`config.mk`:
```
export PLATFORM = sky130hd
export DESIGN_NAME = addr_router
export DESIGN_NICKNAME = d
export VERILOG_FILES = /design/src/rtl/addr_router_pkg.sv /design/src/rtl/addr_router_decode.sv /design/src/rtl/addr_router.sv
export SDC_FILE = /design/constraint.sdc
export NUM_CORES = 1
export LEC_CHECK = 0
export BUFFER_PORTS_ARGS = -buffer_cell sky130_fd_sc_hd__clkbuf_2
export CELL_PAD_IN_SITES_DETAIL_PLACEMENT = 0
export CELL_PAD_IN_SITES_GLOBAL_PLACEMENT = 2
export CORE_MARGIN = 3
export CORE_UTILIZATION = 28
export CTS_BUF_LIST = sky130_fd_sc_hd__clkbuf_8
export DETAILED_ROUTE_END_ITERATION = 10
export PLACE_DENSITY = 0.91
export SKIP_LAST_GASP = 1
export SLEW_MARGIN = 30
export SYNTH_ARGS = -nofsm -noshare
export SYNTH_HDL_FRONTEND = slang
export SYNTH_SLANG_ARGS = --single-unit
```
`constraint.sdc`:
```
create_clock -name clk -period 2.26 [get_ports clk]
set_clock_uncertainty 0.2 [all_clocks]
set_input_delay 0.226 -clock clk [delete_from_list [all_inputs] [get_ports clk]]
set_output_delay 0.226 -clock clk [all_outputs]
set_load 0.03 [all_outputs]
```
`src/rtl/addr_router_pkg.sv`:
```
// Shared types and constants for the address router: FSM states, error codes
// and widths used by the router top and its decoder.
package addr_router_pkg;

  typedef enum logic [2:0] {
    IDLE,
    REQ,
    RSP,
    DONE,
    ERR
  } state_e;

  localparam logic [1:0] ERR_DECODE  = 2'b01;
  localparam logic [1:0] ERR_TIMEOUT = 2'b10;

  localparam int unsigned TIMER_W     = 16;
  localparam int unsigned ERR_COUNT_W = 8;

  // Select index width; a single slave still needs a 1-bit select.
  function automatic int unsigned sel_width(input int unsigned n);
    return (n > 1) ? $clog2(n) : 1;
  endfunction

endpackage

```
`src/rtl/addr_router_decode.sv`:
```
// Combinational region decoder: compares the request's region field against
// each slave's region index and returns the lowest matching slave.
module addr_router_decode
  import addr_router_pkg::*;
#(
  parameter int NUM_SLAVES  = 6,
  parameter int ADDR_W      = 32,
  parameter int REGION_BITS = 16,
  parameter int SEL_W       = sel_width(NUM_SLAVES),
  parameter logic [NUM_SLAVES*(ADDR_W-REGION_BITS)-1:0] REGION_IDX =
    {16'h6, 16'h5, 16'h4, 16'h3, 16'h2, 16'h0}
) (
  input  logic [ADDR_W-1:0] i_addr,
  output logic [SEL_W-1:0]  o_sel,
  output logic              o_hit
);

  localparam int RW = ADDR_W - REGION_BITS;

  logic [RW-1:0] w_region;

  assign w_region = i_addr[ADDR_W-1:REGION_BITS];

  // NOTE: every output of a combinational block gets a default before any
  // conditional assignment, otherwise synthesis infers a latch.
  always_comb begin
    o_hit = 1'b0;
    o_sel = '0;
    // Scan downwards so the lowest matching slave overwrites higher ones.
    for (int i = NUM_SLAVES - 1; i >= 0; i--) begin
      if (w_region == REGION_IDX[i*RW +: RW]) begin
        o_hit = 1'b1;
        o_sel = SEL_W'(i);
      end
    end
  end

endmodule

```
`src/rtl/addr_router.sv`:
```
// Single-master to NUM_SLAVES address router with valid/ready slave handshake,
// per-transaction timeout, registered error responses and sticky fault capture.
module addr_router
  import addr_router_pkg::*;
#(
  parameter int NUM_SLAVES  = 6,
  parameter int ADDR_W      = 32,
  parameter int DATA_W      = 32,
  parameter int REGION_BITS = 16,
  parameter logic [NUM_SLAVES*(ADDR_W-REGION_BITS)-1:0] REGION_IDX =
    {16'h6, 16'h5, 16'h4, 16'h3, 16'h2, 16'h0},
  parameter int TIMEOUT     = 255
) (
  input  logic                         clk,
  input  logic                         rst_n,
  input  logic                         m_req_valid,
  output logic                         m_req_ready,
  input  logic [ADDR_W-1:0]            m_req_addr,
  input  logic                         m_req_we,
  input  logic [DATA_W-1:0]            m_req_wdata,
  output logic                         m_rsp_valid,
  output logic [DATA_W-1:0]            m_rsp_rdata,
  output logic                         m_rsp_err,
  output logic [NUM_SLAVES-1:0]        s_req_valid,
  input  logic [NUM_SLAVES-1:0]        s_req_ready,
  output logic [ADDR_W-1:0]            s_addr,
  output logic                         s_we,
  output logic [DATA_W-1:0]            s_wdata,
  input  logic [NUM_SLAVES-1:0]        s_rsp_valid,
  input  logic [NUM_SLAVES*DATA_W-1:0] s_rsp_rdata,
  output logic                         err_valid,
  output logic [1:0]                   err_code,
  output logic [ADDR_W-1:0]            err_addr,
  output logic [ERR_COUNT_W-1:0]       err_count,
  input  logic                         err_clear
);

  localparam int SEL_W = sel_width(NUM_SLAVES);
  localparam logic [TIMER_W-1:0] TIMER_LAST = TIMER_W'(TIMEOUT - 1);

  state_e                   r_state;
  state_e                   w_state_nxt;
  logic                     r_alive;
  logic [ADDR_W-1:0]        r_addr;
  logic                     r_we;
  logic [DATA_W-1:0]        r_wdata;
  logic [SEL_W-1:0]         r_sel;
  logic [TIMER_W-1:0]       r_timer;
  logic [DATA_W-1:0]        r_rdata;
  logic                     r_err_valid;
  logic [1:0]               r_err_code;
  logic [ADDR_W-1:0]        r_err_addr;
  logic [ERR_COUNT_W-1:0]   r_err_count;

  logic                     w_hit;
  logic [SEL_W-1:0]         w_sel;
  logic                     w_accept;
  logic                     w_sel_req_ready;
  logic                     w_sel_rsp_valid;
  logic [DATA_W-1:0]        w_sel_rdata;
  logic                     w_timer_last;
  logic                     w_enter_err;
  logic                     w_err_valid_nxt;
  logic [1:0]               w_err_code_nxt;
  logic [ADDR_W-1:0]        w_err_addr_nxt;
  logic [ERR_COUNT_W-1:0]   w_err_count_nxt;

  addr_router_decode #(
    .NUM_SLAVES  (NUM_SLAVES),
    .ADDR_W      (ADDR_W),
    .REGION_BITS (REGION_BITS),
    .SEL_W       (SEL_W),
    .REGION_IDX  (REGION_IDX)
  ) u_decode (
    .i_addr (m_req_addr),
    .o_sel  (w_sel),
    .o_hit  (w_hit)
  );

  assign w_accept        = m_req_valid && m_req_ready;
  assign w_sel_req_ready = s_req_ready[r_sel];
  assign w_sel_rsp_valid = s_rsp_valid[r_sel];
  assign w_sel_rdata     = s_rsp_rdata[int'(r_sel)*DATA_W +: DATA_W];
  assign w_timer_last    = (r_timer >= TIMER_LAST);
  assign w_enter_err     = (w_state_nxt == ERR) && (r_state != ERR);

  // r_alive holds m_req_ready low until the first edge after reset release,
  // so every output reads 0 while rst_n is asserted.
  always_comb begin
    w_state_nxt = r_state;
    m_req_ready = 1'b0;
    m_rsp_valid = 1'b0;
    m_rsp_err   = 1'b0;
    m_rsp_rdata = '0;
    s_req_valid = '0;
    unique case (r_state)
      IDLE: begin
        m_req_ready = r_alive;
        if (w_accept) w_state_nxt = w_hit ? REQ : ERR;
      end
      REQ: begin
        s_req_valid = NUM_SLAVES'(1) << r_sel;
        if (w_timer_last)         w_state_nxt = ERR;
        else if (w_sel_req_ready) w_state_nxt = RSP;
      end
      RSP: begin
        // A response on the final allowed cycle still completes normally.
        if (w_sel_rsp_valid)   w_state_nxt = DONE;
        else if (w_timer_last) w_state_nxt = ERR;
      end
      DONE: begin
        m_rsp_valid = 1'b1;
        m_rsp_rdata = r_rdata;
        w_state_nxt = IDLE;
      end
      ERR: begin
        m_rsp_valid = 1'b1;
        m_rsp_err   = 1'b1;
        w_state_nxt = IDLE;
      end
      default: w_state_nxt = IDLE;
    endcase
  end

  // NOTE: sequential state uses non-blocking assignments so every register
  // samples pre-edge values regardless of statement order.
  always_ff @(posedge clk or negedge rst_n) begin
    if (!rst_n) begin
      r_state <= IDLE;
      r_alive <= 1'b0;
    end else begin
      r_state <= w_state_nxt;
      r_alive <= 1'b1;
    end
  end

  always_ff @(posedge clk or negedge rst_n) begin
    if (!rst_n) begin
      r_addr  <= '0;
      r_we    <= 1'b0;
      r_wdata <= '0;
      r_sel   <= '0;
      r_timer <= '0;
      r_rdata <= '0;
    end else begin
      if (w_accept) begin
        r_addr  <= m_req_addr;
        r_we    <= m_req_we;
        r_wdata <= m_req_wdata;
        r_sel   <= w_sel;
        r_timer <= '0;
        r_rdata <= '0;
      end else if (r_state == REQ || r_state == RSP) begin
        r_timer <= r_timer + 1'b1;
      end
      if (r_state == RSP && w_sel_rsp_valid) begin
        r_rdata <= r_we ? '0 : w_sel_rdata;
      end
    end
  end

  assign s_addr  = r_addr;
  assign s_we    = r_we;
  assign s_wdata = r_wdata;

  // Clear is applied first so an error in the same cycle is captured fresh.
  always_comb begin
    w_err_valid_nxt = err_clear ? 1'b0 : r_err_valid;
    w_err_code_nxt  = err_clear ? 2'b00 : r_err_code;
    w_err_addr_nxt  = err_clear ? '0 : r_err_addr;
    w_err_count_nxt = err_clear ? '0 : r_err_count;
    if (w_enter_err) begin
      if (!w_err_valid_nxt) begin
        w_err_valid_nxt = 1'b1;
        w_err_code_nxt  = (r_state == IDLE) ? ERR_DECODE : ERR_TIMEOUT;
        w_err_addr_nxt  = (r_state == IDLE) ? m_req_addr : r_addr;
      end
      if (w_err_count_nxt != '1) w_err_count_nxt = w_err_count_nxt + 1'b1;
    end
  end

  always_ff @(posedge clk or negedge rst_n) begin
    if (!rst_n) begin
      r_err_valid <= 1'b0;
      r_err_code  <= 2'b00;
      r_err_addr  <= '0;
      r_err_count <= '0;
    end else begin
      r_err_valid <= w_err_valid_nxt;
      r_err_code  <= w_err_code_nxt;
      r_err_addr  <= w_err_addr_nxt;
      r_err_count <= w_err_count_nxt;
    end
  end

  assign err_valid = r_err_valid;
  assign err_code  = r_err_code;
  assign err_addr  = r_err_addr;
  assign err_count = r_err_count;

endmodule

```
==> results.yml <==
status:
  status: "finished with violations"
  violations: "setup timing"
timing:
  worst_slew_pin_slew_ns: 0.6107
  period_share_pct: 100.3
  fin_crit_ns: 2.267
  fmax_ghz: 0.4411
  setup_viol: 1
  worst_slack_ns: -0.007204
  final_max_slew_viol_count: 0
  max_slew_margin_pct: 59.29
  final-hold-violation-count: 0
  rsz0062_at_grt: "yes"
  setup_tns_ns: -0.007204
  whs_ns: 0.03619
global_routing:
  grt_pass1_vias: 8725
  grt.overflow.total: 0
  grt_pass1_wl_um: 48170
  grt_usage_pct: 18.14
  antenna_found_initial: 1
  grt_max_degree: 62
floorplanning:
  ios: 422
  die_h_um: 182.4
  initial_utilization_pct: 28.87
  dieArea_sq_um: 33280
  floorplan.rows: 63
  core_sq_um: 30190
  die_x_um: 182.4
final_layout:
  fin_cells: 1812
  fillers: 2850
  fin_area_sq_um: 13870
  final_nets: 1684
  drive_gt1_share_pct: 44.19
  area_growth_pct: 59.11
  utilization_pct: 45.93
power_and_ir_drop:
  vdd_drop_max_v: 0.0007005
  total_power_mw: 12.59
  cellPowerDensity_nw_per_um2: 908.1
  p_leak_nw: 7.080
critical_path:
  max_stage_delay_ns: 0.43
  critical_path_class: "flip-flop to flip-flop"
  cp_max_fo: 5
  timing.rr.end: "err_code[0]"
  crit_slowest_cell: "dfrtp_2"
  required_ns: 2.40
  worstSetupEndpointType: "flip-flop"
  worstPathArrival_ns: 2.41
  timing.rr.start: "r_state[1]"
  r2r_setup_slack_ns: -0.007
  path_buf_inv: 4
  crit_path_cell_trace: "buf_4 > buf_4 > xnor2_4 > nor2_4 > o21ai_4 > o21ai_4 > a21oi_4 > buf_12 > buf_12 > a32o_1"
  cp-start-kind: "flip-flop"
  crit_family: "compound AO/OA/AOI/OAI gates"
  rr_worst_depth: 10
min_path:
  min_to: "r_rdata[30]"
  hp-class: "input port to flip-flop"
  hold_path_depth: 4
  hp-start: "s_rsp_rdata[158]"
place:
  detailed_place.area_sq_um: 11530
  routabilityCongestion: 0.7795
  dp.cells: 1649
  dp_hpwl_um: 23230
  portBuffers: 421
  preCtsSetupSlack_ns: -0.06728
clocking:
  path_clk_slew_ns: 0.11
  cts.sinks: 163
  clockBufferDepth: 2
  htree_levels: 4
  cts_made_buffers: 17
  clock-root-buffer: "clkbuf_8"
  clk-insertion-delay-late_ns: 0.47
  cts_tree: "yes"
yosys:
  synth_area_leaders: "dfrtp_1, nand2_1, mux4_2, mux2i_1, o2bb2ai_1"
  ys_types: 53
  syn_inst: 853
  syn_avg_cell_area_sq_um: 10.22
  synth_ff_type: "dfrtp_1"
  yosysTopAreaCellShare_pct: 46.81
  ys_seq_area_share_pct: 46.81
  synth.ff_latch_count: 163
  yosysMostFrequentCell: "nand2_1"
  synthArstFlopShare_pct: 100.0
  synth_edf_count: 0
  syn_area_sq_um: 8715
  syn_nets: 1129
  synth_common_cells: "nand2_1, dfrtp_1, mux2i_1"
  yosys_warnings: 0
  synth_largest_area_cell: "dfrtp_1"
routing:
  drt-pass1-iter-count: 5
  ant_nets: 0
  wl_um: 33150
  route.detailed.drc: 0
  wl_per_cell_um: 18.30
  vias: 8577
  viasPerCell: 4.733
  drt_iter0_markers: 337
run:
  maxCapViolCount: 0
-- how the worst max path moves through the flow --
stage	end	from	slack, ns	cells after the start
after detailed placement	err_addr[16]	r_state[0]	-0.07	8
after floorplan	s_req_valid[0]	r_sel[0]	0.08	5
after global placement	err_count[5]	r_state[0]	-0.08	6
after CTS	m_rsp_valid	r_state[1]	-0.03	6
final	err_code[0]	r_state[1]	-0.007	10
after global routing	err_code[0]	r_sel[0]	-0.1	8
-- cell type report --
cell class | instances | area (sq um) | area share, %
Antenna cell | 1 | 2.502 | 0.01805
Clock buffer | 17 | 234.0 | 1.687
Clock inverter | 15 | 214.0 | 1.543
Inverter | 36 | 135.1 | 0.9746
Multi-Input combinational cell | 594 | 4453 | 32.12
Sequential cell | 163 | 4086 | 29.47
Tap cell | 390 | 488.0 | 3.519
Timing Repair Buffer | 596 | 4253 | 30.67
-- routing by layer --
| layer | share of wire [%] | wire, um | vias to the layer above | track usage, % |
|---|---|---|---|---|
| li1 | - | - | 4083 | - |
| met1 | 41 | 13540 | 4158 | 22.27 |
| met2 | 52 | 17130 | 304 | 32.27 |
| met3 | 5.6 | 1865 | 32 | 3.568 |
| met4 | 1.8 | 612 | 0 | 5.363 |
| met5 | 0 | 0 | - | 0 |
-- sequential cells by signal, indices dropped and copies added, names as in the netlist --
signal,flops
r_rdata,32
s_we,1
err_addr,32
s_wdata,32
r_alive,1
r_state,3
err_valid,1
r_sel,3
r_timer,16
s_addr,32
err_count,8
err_code,2
-- cells in the final DEF (no fill, tap or decap), types with 7 or more instances in the layout --
cell type	netlist	final
clkbuf_2	0	379
nand2_1	208	206
dfrtp_1	163	159
dlygate4sd3_1	0	103
mux2i_1	69	68
buf_4	4	56
o22ai_1	35	35
inv_1	36	35
mux4_2	33	33
buf_6	4	33
o2bb2ai_1	33	32
a22o_1	32	32
nor2_1	36	31
and2_4	0	19
and2_1	36	17
clkbuf_8	0	17
buf_12	0	15
xor2_1	12	12
nand3_1	8	8
nor3_2	3	7
nand4_1	7	7
and3_1	7	7
-- worst register-to-register path: stages (launching register included) --
cell and delay (ns):
dfrtp_2 0.43, buf_4 0.15, buf_4 0.15, xnor2_4 0.16
nor2_4 0.15, o21ai_4 0.09, o21ai_4 0.26, a21oi_4 0.10
buf_12 0.15, buf_12 0.14, a32o_1 0.20
-- where the power goes --
group	switching (mW)	internal, mW	total, mW
combinational	3.51	2.12	5.64
sequential	0.706	3.89	4.60
clock	1.46	0.899	2.36
total	5.68	6.91	12.6
-- kinds of logic (layout without fill, tap and decap cells) --
group                      count (synthesis)  count (layout)  share of synthesized area (%)
and+or+nand+nor                          347             347                          18.09
buffers and inverters                     97             664                          5.054
other                                      1               2                        0.04303
xor gates and xnor gates                  19              19                          1.910
AOI/OAI and AO/OA                        117             118                          10.61
DFF                                      163             163                          46.81
muxes                                    106             106                          17.06
adders and majority gates                  3               3                         0.4308
-- timing repair --
action,4_1_cts,5_1_grt
endpoints found under the setup margin,78,129
cloned,1,9
hold buffers,103,0
pin swaps,1,14
resized for setup,44,137
hold endpoints to repair,284,0
setup buffers,8,11
Power figures use the tool's default switching activity.
